File: config.mk
export PLATFORM = sky130hd
export DESIGN_NAME = instruction_fetch
export DESIGN_NICKNAME = d
export VERILOG_FILES = /design/src/rtl/fetch_pkg.sv /design/src/rtl/pc_register.sv /design/src/rtl/instruction_fetch.sv
export SDC_FILE = /design/constraint.sdc
export NUM_CORES = 1
export LEC_CHECK = 0
export ABC_AREA = 1
export ABC_CLOCK_PERIOD_IN_PS = 4400
export CORE_MARGIN = 4
export CORE_UTILIZATION = 53
export DETAILED_ROUTE_END_ITERATION = 10
export DONT_BUFFER_PORTS = 1
export HOLD_SLACK_MARGIN = 0.12
export PLACE_DENSITY = 0.68
export SKIP_CTS_REPAIR_TIMING = 1
export SYNTH_ARGS = -nofsm -noshare
export SYNTH_HDL_FRONTEND = slang
export SYNTH_SLANG_ARGS = --single-unit
File: constraint.sdc
create_clock -name clk -period 4.4 [get_ports clk]
set_input_delay 0.66 -clock clk [delete_from_list [all_inputs] [get_ports clk]]
set_output_delay 0.66 -clock clk [all_outputs]
set_load 0.02 [all_outputs]
File: src/rtl/fetch_pkg.sv
// Shared definitions for the instruction fetch stage:
// FSM state encodings, PC step and the NOP encoding.
package fetch_pkg;

    typedef enum logic [1:0] {
        S_IDLE = 2'd0,
        S_REQ  = 2'd1,
        S_HOLD = 2'd2
    } fetch_state_t;

    localparam int PC_INCREMENT    = 4;
    localparam int NOP_INSTRUCTION = 0;

endpackage

File: src/rtl/pc_register.sv
// Program counter flop for the fetch stage.
// Redirect load has priority over the +4 increment.
module pc_register
    import fetch_pkg::*;
#(
    parameter int                  W        = 20,
    parameter logic [W-1:0]        RESET_PC = '0
) (
    input  logic         clk,
    input  logic         i_rst,
    input  logic         i_load,
    input  logic [W-1:0] i_target,
    input  logic         i_inc,
    output logic [W-1:0] o_pc_next
);

    logic [W-1:0] r_pc;

    // Next PC: redirect, else increment (wraps naturally), else hold
    always_comb begin
        o_pc_next = r_pc;
        if (i_load)
            o_pc_next = i_target;
        else if (i_inc)
            o_pc_next = r_pc + W'(PC_INCREMENT);
    end

    // PC state with synchronous reset
    always_ff @(posedge clk) begin
        if (i_rst)
            r_pc <= RESET_PC;
        else
            r_pc <= o_pc_next;
    end

endmodule

File: src/rtl/instruction_fetch.sv
// Instruction fetch stage: request/ack memory FSM feeding IF/ID.
// Define FETCH_FLUSH_EN to squash instructions fetched before a redirect.
module instruction_fetch
    import fetch_pkg::*;
#(
    parameter int                          PC_DATA_WIDTH     = 20,
    parameter int                          INSTRUCTION_WIDTH = 32,
    parameter logic [PC_DATA_WIDTH-1:0]    RESET_PC          = '0
) (
    input  logic                         clk,
    input  logic                         rst,
    input  logic                         en,
    input  logic                         stall,
    input  logic                         branch_taken,
    input  logic [PC_DATA_WIDTH-1:0]     branch_target,
    output logic                         inst_mem_req,
    output logic [PC_DATA_WIDTH-1:0]     inst_mem_addr,
    input  logic                         inst_mem_ack,
    input  logic [INSTRUCTION_WIDTH-1:0] inst_mem_rdata,
    output logic [PC_DATA_WIDTH-1:0]     pc_out,
    output logic [INSTRUCTION_WIDTH-1:0] inst_out,
    output logic                         inst_valid,
    output logic                         fetch_busy
);

    localparam logic [INSTRUCTION_WIDTH-1:0] W_NOP =
        INSTRUCTION_WIDTH'(NOP_INSTRUCTION);

    fetch_state_t                r_state;
    logic [PC_DATA_WIDTH-1:0]    r_addr;
    logic                        r_redir;
    logic [PC_DATA_WIDTH-1:0]    w_pc_next;
    logic                        w_in_req;
    logic                        w_ack_req;
    logic                        w_inc;
    logic                        w_squash;

    assign w_in_req  = (r_state == S_REQ);
    assign w_ack_req = w_in_req && inst_mem_ack;
    // Once redirected, the PC already points at the new stream
    assign w_inc     = w_ack_req && !r_redir;

`ifdef FETCH_FLUSH_EN
    assign w_squash  = w_ack_req && (r_redir || branch_taken);
`else
    assign w_squash  = 1'b0;
`endif

    assign inst_mem_req  = w_in_req;
    assign inst_mem_addr = r_addr;
    assign fetch_busy    = w_in_req && !inst_mem_ack;

    pc_register #(
        .W        (PC_DATA_WIDTH),
        .RESET_PC (RESET_PC)
    ) u_pc (
        .clk       (clk),
        .i_rst     (rst),
        .i_load    (branch_taken),
        .i_target  (branch_target),
        .i_inc     (w_inc),
        .o_pc_next (w_pc_next)
    );

    // Fetch FSM with registered IF/ID outputs and request address
    always_ff @(posedge clk) begin
        if (rst) begin
            r_state    <= S_IDLE;
            r_addr     <= RESET_PC;
            r_redir    <= 1'b0;
            inst_out   <= W_NOP;
            pc_out     <= '0;
            inst_valid <= 1'b0;
        end else begin
            unique case (r_state)
                S_IDLE: begin
                    inst_valid <= 1'b0;
                    if (en && !stall) begin
                        r_state <= S_REQ;
                        r_addr  <= w_pc_next;
                    end
                end
                S_REQ: begin
                    if (inst_mem_ack) begin
                        r_redir <= 1'b0;
                        if (w_squash) begin
                            inst_valid <= 1'b0;
                            inst_out   <= W_NOP;
                        end else begin
                            inst_valid <= 1'b1;
                            inst_out   <= inst_mem_rdata;
                            pc_out     <= r_addr +
                                PC_DATA_WIDTH'(PC_INCREMENT);
                        end
                        if (stall)
                            r_state <= S_HOLD;
                        else if (en)
                            r_addr <= w_pc_next;
                        else
                            r_state <= S_IDLE;
                    end else begin
                        inst_valid <= 1'b0;
                        if (branch_taken)
                            r_redir <= 1'b1;
                    end
                end
                S_HOLD: begin
`ifdef FETCH_FLUSH_EN
                    if (branch_taken) begin
                        inst_valid <= 1'b0;
                        inst_out   <= W_NOP;
                    end
`endif
                    if (!stall) begin
                        inst_valid <= 1'b0;
                        if (en) begin
                            r_state <= S_REQ;
                            r_addr  <= w_pc_next;
                        end else begin
                            r_state <= S_IDLE;
                        end
                    end
                end
                default: r_state <= S_IDLE;
            endcase
        end
    end

endmodule

# After elaboration in Yosys (flattened, before gate mapping)
# Cells that the tools add are included.
# word_totals
ff_bits,96
inputBits,58
out_inout_bits,75
elab_cells,49
# op_classes
n_addsub,2
n_eq_ne,6
muxes,19
reduce_logical,15
# ops
operator,count
two-way mux 20 bit,6
one-hot mux 20 bit (3 select lines),1
"adder 20 x 3 -> 20 bit, second input constant",2
two-way mux 2 bit,5
"!= test 2 bit, second input constant",3
one-hot mux 2 bit (3 select lines),1
AND reduction 2 bit,3
two-way mux 1 bit,5
logical AND 1 bit,4
AND reduction 4 bit,1
logical NOT 1 bit,3
"!= test 3 bit, second input constant",1
one-hot mux 1 bit (3 select lines),1
AND reduction 3 bit,1
nonzero test 3 bit,1
"== test 2 x 1 -> 1 bit, second input constant",1
"== test 2 bit, second input constant",1
logical NOT 2 bit,1
nonzero test 2 bit,1

# Longest topological paths before layout
# logic_depth
ltp_word,9
mapped_depth,13
mapped_depth_nobuf,12

# Cells and area by module
# From an unflattened synthesis, not the netlist that was laid out.
# hier_totals
hier_cells,635
area_unflattened_um2,4499.3
# modules_own_cells
module,n_inst,cells_per_inst,area_each_um2
instruction_fetch,1,443,3201.8
pc_register,1,192,1297.5

# Worst setup path before layout
# Ideal clock, no wire load.
# synth_timing
path_type,register to register
startpoint,register r_state[1]
endpoint,"register r_addr[0], in the netlist inst_mem_addr[0]"
setup_time_ns,0.086
arrival_ns,1.669
slack_ns,2.646
path_stages_with_launch,10
synth_period_minus_slack_ns,1.754
path_cell_list,dfxtp_1 > inv_1 > ha_1 > inv_1 > nor2_2 > a21oi_2 > nand3_4 > inv_2 > buf_2 > a211oi_1
# synth_via
elab_chain_cells,9
elab_cells_between_ends,16
# synth_lines
item,line,rtl
from (decl),instruction_fetch.sv:29,fetch_state_t r_state;
from (signal assigned),instruction_fetch.sv:68,r_state <= S_IDLE;
from (signal assigned),instruction_fetch.sv:79,r_state <= S_REQ;
from (signal assigned),instruction_fetch.sv:96,r_state <= S_HOLD;
== test 2 x 1 -> 1 bit *,instruction_fetch.sv:38,assign w_in_req = (r_state == S_REQ);
net inst_mem_req,instruction_fetch.sv:16,"output logic inst_mem_req,"
logical AND 1 bit,instruction_fetch.sv:39,assign w_ack_req = w_in_req && inst_mem_ack;
logical AND 1 bit,instruction_fetch.sv:41,assign w_inc = w_ack_req && !r_redir;
two-way mux 20 bit,pc_register.sv:24,else if (i_inc)
two-way mux 20 bit,pc_register.sv:22,if (i_load)
two-way mux 20 bit,"instruction_fetch.sv:97, instruction_fetch.sv:116",
two-way mux 20 bit,instruction_fetch.sv:95,if (stall)
two-way mux 20 bit,instruction_fetch.sv:84,if (inst_mem_ack) begin
one-hot mux 20 bit (3 select lines),instruction_fetch.sv:75,unique case (r_state)
to (signal assigned),instruction_fetch.sv:80,r_addr <= w_pc_next;
to (signal assigned),instruction_fetch.sv:98,r_addr <= w_pc_next;
to (signal assigned),instruction_fetch.sv:118,r_addr <= w_pc_next;
to (decl),instruction_fetch.sv:30,logic [PC_DATA_WIDTH-1:0] r_addr;
# Mark *: on every way through the listed nets, which the timed path passes. The rest lies on a longest branch. The select of a mux whose other input is x is not followed.
# A chain may end at the register's enable or synchronous reset.

# Worst setup path after layout
# layout_timing
startpoint,register r_state[1]
endpoint,register pc_out[11]
# layout_via
elab_chain_cells,2
# layout_lines
item,line,rtl
== test 2 x 1 -> 1 bit,--,
net inst_mem_req,instruction_fetch.sv:16,
AND reduction 2 bit (no source line),--,
to (signal assigned),instruction_fetch.sv:92,pc_out <= r_addr +
to (decl),instruction_fetch.sv:20,"output logic [PC_DATA_WIDTH-1:0] pc_out,"
# The timed path passes the listed nets, and every way through them passes these cells.

==> results.md <==
- Post-route DRC: 0
- Via count: 3944
- Area Overhead vs Synth: 4.34%
- Max cap viols: 0
- Ratio of cells with drive above 1 in the final layout: 5.27%
- RSZ-0062 raised after global routing: false
- Post-synthesis net count: 700
- Vias in the first global route: 3805
- Tcrit/Tclk final: 59.9%
- CTS tree: done
- # diodes: 0
- Routing usage on met3: 7.29%
- Minimum clock period after layout: 2640 ps
- Worst IR Drop VDD: 226 uV
- DIE HEIGHT: 99.5 um
- Worst-path clk slew: 100 ps
- Cells on Worst Hold Path: 1
- # nets final: 685
- Gp weighted congestion: 0.885
- Register area share after synthesis: 43.3%
- Mapped Area: 0.00444 mm2
- Iter 0 DRT Violations: 151
- Sinks on Clock Net: 96
- TNS Setup: 0 ps
- Most common cell in the netlist: nor2_1
- Power per cell area: 496 mW/mm2
- Dpl hpwl: 8530 um
- Pin count of the biggest net entering global routing: 46
- Reg-to-reg startpoint: r_state[1]
- Most frequent cells after synthesis: nor2_1 (112), nand2_1 (104), dfxtp_1 (96), inv_1 (74), nand3_1 (62)
- Share of the synthesized area in the top cell type: 43.3%
- Longest Clk Path Bufs: 2
- Lkg Pwr: 1.96 nW
- WP data required: 4710 ps
- # IOs: 133
- Num CTS Buffers: 9
- Vias per cell: 5.40
- Endpoints failing setup: 0
- Syn Inst Count: 636
- Slew at the pin with the worst max-slew slack: 639 ps
- Final hold vios: 0
- Slew Limit Fails: 0
- EDFF count, synth: 0
- RR Endpoint: pc_out[11]
- First-pass GRT wire length: 18700 um
- Top FF cell, synth: dfxtp_1
- Routed len/inst: 15.6 um
- Routed WL: 11400 um
- Crit path launch type: register
- Worst-path fanout max: 45
- Beginning of the worst hold path: rst
- Die area: 0.00990 mm2
- Initial Util: 54.3%
- Hold Crit Endpoint: u_pc.r_pc[4]
- Worst skew pair latency: 350 ps
- CP arrival: 2950 ps
- R2R depth: 8
- Status: completed
- Worst setup EP type: register
- Number of synthesized register bits: 96
- Met2 Usage GRT: 39.9%
- Gr usage total: 23.4%
- Synth async-reset ratio: 0%
- Post-Syn Area per Cell: 6.98 um2
- WHS: 368 ps
- Worst R2R Setup Slack: 1760 ps
- GR peak layer: met2
- Final ANT Viol Nets: 0
- GR Util met1: 27.8%
- Root Driver: clkbuf_8
- Worst hold path class: primary input to register
- H-tree Lvls: 3
- Grt ovf: 0
- DRT Pass-1 Iters: 5
- CP Class: register to register
- Synth top area cells: dfxtp_1 (43%), nor2_1 (9.5%), nand2_1 (8.8%), nand3_1 (7.0%), o21ai_0 (6.8%)
- Synth area leader: dfxtp_1
- Port Buffer Count: 0
- Layout fillers: 816
- Row cnt: 33
- Achievable Freq: 379 MHz
- Initial antenna violation count: 0
- Unique masters post-synth: 31
- Die width: 99.5 um
- Core box area: 0.00818 mm2
- Final Skew: 8.92 ps
- Headroom to the max-slew limit: 57.4%
- Syn. warnings: 0
routing by layer:
metal,wire length [um],vias up,share of wire (%)
li1,-,2018,-
met1,4750,1773,42
met2,5420,139,47
met3,1070,14,9.4
met4,177,0,1.6
met5,0,-,0
critical path: stages (launching register included):
cell     delay, ps
dfxtp_1        350
inv_1           80
ha_1           400
nand2_4        340
inv_1          580
buf_4          460
o21ai_0        140
a21o_1         180
inv_1           40
where the power goes:
group	total [mW]	internal, mW	leakage, nW	switching (mW)
clock	0.537	0.215	0.0854	0.322
combinational	0.459	0.154	1.09	0.305
sequential	1.30	1.00	0.786	0.298
logic make-up after synthesis:
group,Yosys count,share of synthesized area (%)
multiplexers,3,0.676
buffers and inverters,105,9.53
XOR/XNOR,6,1.18
AO/OA/AOI/OAI,111,13.3
flip-flops,96,43.3
adder cells (fa/ha/maj),6,1.69
AND/OR/NAND/NOR,309,30.4
registers in the layout (all words and copies together), names as in the netlist:
signal	cells
inst_out	32
inst_mem_addr	20
pc_out	20
r_redir	1
u_pc.r_pc	20
inst_valid	1
r_state	2
cell usage in the layout (no fill, tap or decap):
| cell | netlist | routed |
|---|---|---|
| clkinvlp_4 | 0 | 2 |
| clkbuf_8 | 0 | 9 |
| inv_1 | 74 | 74 |
| nand2_1 | 104 | 104 |
| nor2_4 | 3 | 3 |
| a211oi_1 | 2 | 2 |
| a31oi_1 | 2 | 2 |
| nand3_1 | 62 | 62 |
| ha_1 | 6 | 6 |
| buf_4 | 0 | 2 |
| dfxtp_1 | 96 | 96 |
| o21bai_1 | 4 | 4 |
| nand2_4 | 2 | 2 |
| nor2_2 | 5 | 5 |
| xor2_1 | 4 | 4 |
| o21ai_0 | 60 | 60 |
| mux2i_1 | 3 | 3 |
| o211ai_1 | 4 | 4 |
| clkbuf_1 | 15 | 1 |
| a21oi_1 | 35 | 35 |
| nor3_2 | 1 | 1 |
| nand3_4 | 1 | 1 |
| or2_2 | 1 | 1 |
| o21ai_1 | 2 | 2 |
| inv_8 | 0 | 1 |
| clkinv_1 | 1 | 1 |
| nor2_1 | 112 | 112 |
| a21oi_2 | 1 | 1 |
| nor3_1 | 6 | 6 |
| xnor2_1 | 2 | 2 |
| clkinv_4 | 0 | 1 |
| inv_6 | 0 | 2 |
| a21o_1 | 1 | 1 |
| nand4_1 | 12 | 12 |
| inv_2 | 2 | 2 |
worst max path at each step:
stage               startpoint          endpoint  slack, ps  cells after the start
floorplan           r_state[1]  inst_mem_addr[0]       2650                      9
global placement    r_state[1]        pc_out[11]       1860                      8
detailed placement  r_state[1]        pc_out[11]       1750                      8
CTS                 r_state[1]        pc_out[11]       1740                      8
global route        r_state[1]        pc_out[11]       1440                      8
finish              r_state[1]        pc_out[11]       1760                      8
per-stage QoR:
step / area, um2 / setup slack (ps) / std cells / util (%) / power, mW
2_1_floorplan: 4440 / 2650 / 636 / - / 1.66
3_3_place_gp: 4450 / 1860 / 715 / 54.5 / 1.77
3_5_place_dp: 4450 / 1750 / 715 / 54.5 / 1.79
4_1_cts: 4630 / 1740 / 731 / 56.7 / 2.32
5_1_grt: 4630 / 1440 / 731 / 56.7 / 2.45
6_report: 4630 / 1760 / 731 / 56.7 / 2.30
area by class of cell:
cell class                 count  area (um2)  share of cell area [%]
clock inverter                 6        52.6                    1.13
clock buffer                  10         128                    2.76
multi-input combinational    435        2090                    45.2
sequential                    96        1920                    41.5
tap                          105         131                    2.84
inverter                      77         289                    6.24
timing repair buffer           2        15.0                   0.324
Power figures use the tool's default switching activity.
